==> config.mk <==
export PLATFORM = sky130hd
export DESIGN_NAME = hazard_ctrl
export DESIGN_NICKNAME = d
export VERILOG_FILES = /design/src/rtl/hazard_pkg.sv /design/src/rtl/hazard_cmp.sv /design/src/rtl/hazard_ctrl.sv
export SDC_FILE = /design/constraint.sdc
export NUM_CORES = 1
export LEC_CHECK = 0
export ABC_CLOCK_PERIOD_IN_PS = 5420
export CORE_UTILIZATION = 45
export DETAILED_ROUTE_END_ITERATION = 8
export GPL_ROUTABILITY_DRIVEN = 0
export PLACE_DENSITY = 0.81
export SLEW_MARGIN = 5
export SYNTH_ARGS = -nofsm -noshare
export SYNTH_HDL_FRONTEND = slang
export SYNTH_SLANG_ARGS = --single-unit
==> constraint.sdc <==
create_clock -name clk -period 5.42 [get_ports clk]
set_input_delay 1.084 -clock clk [delete_from_list [all_inputs] [get_ports clk]]
set_output_delay 1.084 -clock clk [all_outputs]
set_load 0.02 [all_outputs]
==> src/rtl/hazard_pkg.sv <==
// hazard_pkg: shared types for the pipeline hazard controller.
//   state_e : FSM state encoding (RUN, D_WAIT, MD_WAIT).
//   act_e   : pipeline-control action. Its numeric value is the action's
//             priority rank, so a higher value always wins.
//   ctrl_t  : the eight stall/flush controls as one packed bundle.
//   act_ctrl: maps an action to its stall/flush pattern.
package hazard_pkg;

  typedef enum logic [1:0] {
    ST_RUN     = 2'd0,
    ST_D_WAIT  = 2'd1,
    ST_MD_WAIT = 2'd2
  } state_e;

  // Priority order: D-miss > MD_WAIT > branch > load-use > I-miss.
  typedef enum logic [2:0] {
    ACT_NONE     = 3'd0,
    ACT_IMISS    = 3'd1,
    ACT_LOAD_USE = 3'd2,
    ACT_BRANCH   = 3'd3,
    ACT_MD       = 3'd4,
    ACT_DMISS    = 3'd5
  } act_e;

  typedef struct packed {
    logic pc_stall;
    logic ifid_stall;
    logic idex_stall;
    logic exmem_stall;
    logic memwb_stall;
    logic ifid_flush;
    logic idex_flush;
    logic exmem_flush;
  } ctrl_t;

  // A stage is never both stalled and flushed by any single action.
  function automatic ctrl_t act_ctrl(input act_e act);
    ctrl_t c;
    c = '0;
    case (act)
      ACT_DMISS: begin
        c.pc_stall    = 1'b1;
        c.ifid_stall  = 1'b1;
        c.idex_stall  = 1'b1;
        c.exmem_stall = 1'b1;
        c.memwb_stall = 1'b1;
      end
      ACT_MD: begin
        // Front of the pipe holds; a bubble goes down behind the EX op.
        c.pc_stall    = 1'b1;
        c.ifid_stall  = 1'b1;
        c.idex_stall  = 1'b1;
        c.exmem_flush = 1'b1;
      end
      ACT_BRANCH: begin
        c.ifid_flush = 1'b1;
        c.idex_flush = 1'b1;
      end
      ACT_LOAD_USE: begin
        c.pc_stall   = 1'b1;
        c.ifid_stall = 1'b1;
        c.idex_flush = 1'b1;
      end
      ACT_IMISS: begin
        c.pc_stall   = 1'b1;
        c.ifid_flush = 1'b1;
      end
      default: c = '0;
    endcase
    return c;
  endfunction

endpackage

==> src/rtl/hazard_cmp.sv <==
// hazard_cmp: compares the EX destination register against every valid
// ID source operand.
//   dst     : EX destination register
//   src     : packed ID source registers, slot k at [k*ADDR_W +: ADDR_W]
//   src_vld : per-slot valid
//   match   : 1 when any valid slot equals dst and dst is not register 0
module hazard_cmp #(
  parameter int ADDR_W  = 4,
  parameter int NUM_SRC = 2
) (
  input  logic [ADDR_W-1:0]         dst,
  input  logic [NUM_SRC*ADDR_W-1:0] src,
  input  logic [NUM_SRC-1:0]        src_vld,
  output logic                      match
);

  always_comb begin
    match = 1'b0;
    for (int k = 0; k < NUM_SRC; k++) begin
      if (src_vld[k] && (src[k*ADDR_W +: ADDR_W] == dst)) match = 1'b1;
    end
    // Register 0 is hard-wired, so writing it never creates a dependency.
    if (dst == '0) match = 1'b0;
  end

endmodule

==> src/rtl/hazard_ctrl.sv <==
// hazard_ctrl: pipeline stall/flush controller.
//   clk, rst_n            : clock, asynchronous active-low reset
//   d_req, d_hit          : MEM-stage access and D-cache hit
//   i_hit                 : I-cache hit for the current fetch
//   ld_ex, st_id          : EX op is a load, ID op is a store
//   dst_ex, src_id,
//   src_vld_id            : register numbers for load-use detection
//   md_start_ex           : multi-cycle op entering EX
//   br_taken_ex           : taken branch resolved in EX
//   *_stall, *_flush      : per-stage hold / bubble controls (combinational)
//   md_busy               : multi-cycle op in progress (also while frozen)
//   dmiss_cnt             : cycles of the current or last D-miss (saturating)
//   timeout               : sticky D-miss watchdog flag
module hazard_ctrl
  import hazard_pkg::*;
#(
  parameter int ADDR_W  = 4,
  parameter int NUM_SRC = 2,
  parameter int MD_LAT  = 4,
  parameter int DTMO    = 255
) (
  input  logic                      clk,
  input  logic                      rst_n,
  input  logic                      d_req,
  input  logic                      d_hit,
  input  logic                      i_hit,
  input  logic                      ld_ex,
  input  logic                      st_id,
  input  logic [ADDR_W-1:0]         dst_ex,
  input  logic [NUM_SRC*ADDR_W-1:0] src_id,
  input  logic [NUM_SRC-1:0]        src_vld_id,
  input  logic                      md_start_ex,
  input  logic                      br_taken_ex,
  output logic                      PC_stall,
  output logic                      IFID_stall,
  output logic                      IDEX_stall,
  output logic                      EXMEM_stall,
  output logic                      MEMWB_stall,
  output logic                      IFID_flush,
  output logic                      IDEX_flush,
  output logic                      EXMEM_flush,
  output logic                      md_busy,
  output logic [7:0]                dmiss_cnt,
  output logic                      timeout
);

  localparam logic [3:0] MD_INIT = 4'(MD_LAT - 1);

  state_e     state;
  logic [3:0] md_cnt;
  logic       dmiss;
  logic       lu_match;
  logic [7:0] cnt_nxt;
  act_e       act;
  ctrl_t      ctrl;

  hazard_cmp #(
    .ADDR_W (ADDR_W),
    .NUM_SRC(NUM_SRC)
  ) u_cmp (
    .dst    (dst_ex),
    .src    (src_id),
    .src_vld(src_vld_id),
    .match  (lu_match)
  );

  assign dmiss   = d_req & ~d_hit;
  assign cnt_nxt = (dmiss_cnt == 8'hFF) ? 8'hFF : dmiss_cnt + 8'd1;

  // Highest-priority event picks the action. Held in reset so no control
  // leaks out while the pipeline is being cleared.
  always_comb begin
    act = ACT_NONE;
    if (!rst_n)                                   act = ACT_NONE;
    else if (state == ST_D_WAIT || dmiss)         act = ACT_DMISS;
    else if (state == ST_MD_WAIT)                 act = ACT_MD;
    else if (br_taken_ex)                         act = ACT_BRANCH;
    else if (ld_ex && !st_id && lu_match)         act = ACT_LOAD_USE;
    else if (!i_hit)                              act = ACT_IMISS;
  end

  assign ctrl        = act_ctrl(act);
  assign PC_stall    = ctrl.pc_stall;
  assign IFID_stall  = ctrl.ifid_stall;
  assign IDEX_stall  = ctrl.idex_stall;
  assign EXMEM_stall = ctrl.exmem_stall;
  assign MEMWB_stall = ctrl.memwb_stall;
  assign IFID_flush  = ctrl.ifid_flush;
  assign IDEX_flush  = ctrl.idex_flush;
  assign EXMEM_flush = ctrl.exmem_flush;

  // md_cnt is only nonzero while an MD op is pending, so a D_WAIT with a
  // nonzero count is an MD op frozen behind a D-miss.
  assign md_busy = (state == ST_MD_WAIT) || (state == ST_D_WAIT && md_cnt != 4'd0);

  always_ff @(posedge clk or negedge rst_n) begin
    if (!rst_n) begin
      state     <= ST_RUN;
      md_cnt    <= 4'd0;
      dmiss_cnt <= 8'd0;
      timeout   <= 1'b0;
    end else begin
      case (state)
        ST_RUN: begin
          if (dmiss) begin
            state     <= ST_D_WAIT;
            dmiss_cnt <= 8'd0;
          end else if (md_start_ex) begin
            state  <= ST_MD_WAIT;
            md_cnt <= MD_INIT;
          end
        end
        ST_MD_WAIT: begin
          if (dmiss) begin
            // md_cnt is left untouched: the MD op resumes after the miss.
            state     <= ST_D_WAIT;
            dmiss_cnt <= 8'd0;
          end else if (md_cnt <= 4'd1) begin
            state  <= ST_RUN;
            md_cnt <= 4'd0;
          end else begin
            md_cnt <= md_cnt - 4'd1;
          end
        end
        ST_D_WAIT: begin
          dmiss_cnt <= cnt_nxt;
          if (int'({24'd0, cnt_nxt}) == DTMO) timeout <= 1'b1;
          if (d_hit) state <= (md_cnt != 4'd0) ? ST_MD_WAIT : ST_RUN;
        end
        default: state <= ST_RUN;
      endcase
    end
  end

endmodule

==> run_results.csv <==
group,metric,value,unit
cts,ctsHoldBuffers,0,
power_and_ir_drop,ir_drop,0.215,mV
power_and_ir_drop,power.density,285,nW/um^2
min_path,min_path_cells,1,
final_layout,fin_util,0.685,
synth,netlist_area,1110,um^2
sta,slew_headroom,0.412,
floorplanning,design.die.area,2670,um^2
detailed_routing,vias_per_cell,5.71,
sta,min_period_over_period,0.823,
sta,clock.fmax,224,MHz
final_layout,final_common_cell,"clkdlybuf4s50_1",
final_layout,diodes,0,
synth,synthCells,137,
sta,worst_pin_slew,0.880,ns
setup_path,cp.arrival,3.38,ns
sta,final_max_slew_viol_count,0,
floorplanning,die_y,51.6,um
cts,clkTransAtPathRegs,0.10,ns
sta,fin_skew,0.00931,ns
synth,syn_nets,164,
global_route,grtUsageTotal,0.219,
run_status,status,"completed",
floorplanning,initial_core_util,0.487,
floorplanning,fp-row-count,17,
detailed_routing,drt-initial-drc-count,39,
min_path,holdPathEnd,"timeout",
detailed_routing,routedWlPerCell,14.0,um
placement,place_hpwl,2260,um
placement,post-place-ws,0.953,ns
detailed_routing,firstDrtPassIters,4,
setup_path,cp.required,4.34,ns
cts,clock_latency,0.29,ns
synth,synth_area_leader_cell,"dfrtp_1",
final_layout,regArea,375,um^2
synth,ys_warn_count,0,
setup_path,critPathLaunch,"dst_ex[3]",
global_route,gr-total-overflow,0,
setup_path,path_class,"in -> out",
setup_path,startpoint_type,"input port",
final_layout,nFillCells,180,
sta,rsz0062_at_grt,"no",
synth,synth.top_cell.area_share,0.339,
final_layout,multi_input_area,679,um^2
setup_path,crit_path_end_kind,"primary output",
detailed_routing,vias,1176,
final_layout,final_cell_mix,"clkdlybuf4s50_1, dfrtp_1, nand2_1",
setup_path,r2r_setup_slack,3.53,ns
floorplanning,core_area,2280,um^2
flow_run,cap_viol_max_count,0,
min_path,hold_class,"reg -> reg",
final_layout,drive_gt1_frac,0.0506,
final_layout,fin_nets,206,
placement,portBuffers,40,
sta,final-hold-violation-count,0,
sta,setup_violations,0,
power_and_ir_drop,p_leak,0.659,nW
synth,syn_avg_cell_area,8.09,um^2
global_route,grt_pass1_wl,4420,um
global_route,antenna_found_initial,0,
detailed_routing,drc_errors,0,
setup_path,cp_max_fo,4,
min_path,hp-start,"timeout",
setup_path,timing.rr.start,"dmiss_cnt[0]",
cts,numCtsBuffers,3,
synth,synth-seq-cells,15,
cts,cts_tree,"yes",
cts,cts_resized,0,
synth,ys_top_cells_by_area,"dfrtp_1, o21ai_0, ha_1",
synth,synth.yosys.seq_area_share,0.339,
sta,period_minus_slack,4.46,ns
floorplanning,io_pins,41,
cts,cts_post_setup_buffers_inserted,0,
global_route,grt_max_degree,15,
detailed_routing,wl,2880,um
cts,h-tree-depth,1,
cts,cts_max_path_buffers,2,
setup_path,r2r-end,"dmiss_cnt[1]",
cts,clock-sinks,15,
global_route,grt_pass1_vias,1097,
sta,layout_setup_ws,0.961,ns
detailed_routing,final_antenna_net_count,0,
sta,final.setup.tns,0,ns
cts,cts-root-buf,"clkbuf_4",
floorplanning,die_w,51.6,um
setup_path,r2r.worst_path.cells,6,
final_layout,syn_to_final_growth,40.6,%
synth,synth_cell_types,41,
==> metrics by stage <==
stage / std cells / total power, W / area (um^2) / hold WS (ns)
5_1_grt: 206 / 0.000475 / 1560 / 0.521
6_report: 206 / 0.000444 / 1560 / 0.493
3_3_place_gp: 202 / 0.000368 / 1530 / 0.465
4_1_cts: 206 / 0.000446 / 1560 / 0.496
2_1_floorplan: 137 / 0.000293 / 1110 / 0.492
3_5_place_dp: 202 / 0.000381 / 1530 / 0.468
==> synthesized netlist by cell type (all sizes together) <==
cell / instances
a21o: 2
a21oi: 7
a222oi: 1
a22o: 3
a22oi: 1
a31o: 2
a31oi: 1
and2: 2
and3: 3
buf: 2
clkbuf: 2
dfrtp: 15
ha: 4
inv: 9
nand2: 13
nand2b: 5
nand3: 7
nand3b: 1
nand4: 2
nand4b: 1
nor2: 12
nor2b: 5
nor3: 4
o211a: 1
o211ai: 1
o21ai: 13
o21ba: 1
o21bai: 1
o22ai: 2
o2bb2ai: 1
o311ai: 1
o31ai: 2
o41ai: 1
or4: 1
or4b: 1
xnor2: 5
xor2: 2
==> sequential cells by signal (all words and copies together) (netlist names) <==
| signal | count |
|---|---|
| dmiss_cnt | 8 |
| md_cnt | 4 |
| state | 2 |
| timeout | 1 |
==> cell type report <==
| class | count | area share |
|---|---|---|
| inverters | 9 | 0.0217 |
| clock buffers | 3 | 0.0144 |
| well taps | 28 | 0.0225 |
| clock inverters | 1 | 0.00321 |
| flip-flops and latches | 15 | 0.241 |
| multi-input cells | 109 | 0.436 |
| repair buffers | 41 | 0.262 |
==> where the power goes <==
group          switching (W)  leakage (nW)  internal, W  total [W]
Clock              0.0000379        0.0177    0.0000274  0.0000654
Combinational       0.000115         0.443     0.000100   0.000216
Sequential         0.0000304         0.198     0.000133   0.000163
==> layer usage <==
layer	vias up	GRT usage	wire, um
li1	573	-	-
met1	554	0.262	1190
met2	45	0.400	1460
met3	4	0.0322	208
met4	0	0.0631	19
met5	-	0	0
==> worst max-delay path, cell delays in order <==
cell             delay, ns
clkdlybuf4s50_1       0.55
or4_1                 0.13
nand3b_1              0.10
or4b_1                0.55
o41ai_2               0.10
o211a_1               0.23
clkdlybuf4s50_1       0.61
==> how the worst max path moves through the flow <==
stage            endpoint  slack (ns)  depth (start not counted)
3_3_place_gp     PC_stall        1.01                          7
2_1_floorplan  IFID_flush        1.86                          5
5_1_grt          PC_stall        0.90                          7
6_report         PC_stall        0.96                          7
3_5_place_dp     PC_stall        0.95                          7
4_1_cts          PC_stall        0.94                          7
==> cells by family (layout without fill, tap and decap cells) <==
logic type / Yosys count / count (layout) / synth area share
DFF: 15 / 15 / 0.339
adders and majority gates: 4 / 4 / 0.0451
buffers and inverters: 13 / 54 / 0.0485
xor gates and xnor gates: 7 / 7 / 0.0553
AOI/OAI and AO/OA: 41 / 41 / 0.252
and+or+nand+nor: 57 / 57 / 0.261
(Power assumes the default switching activity.)
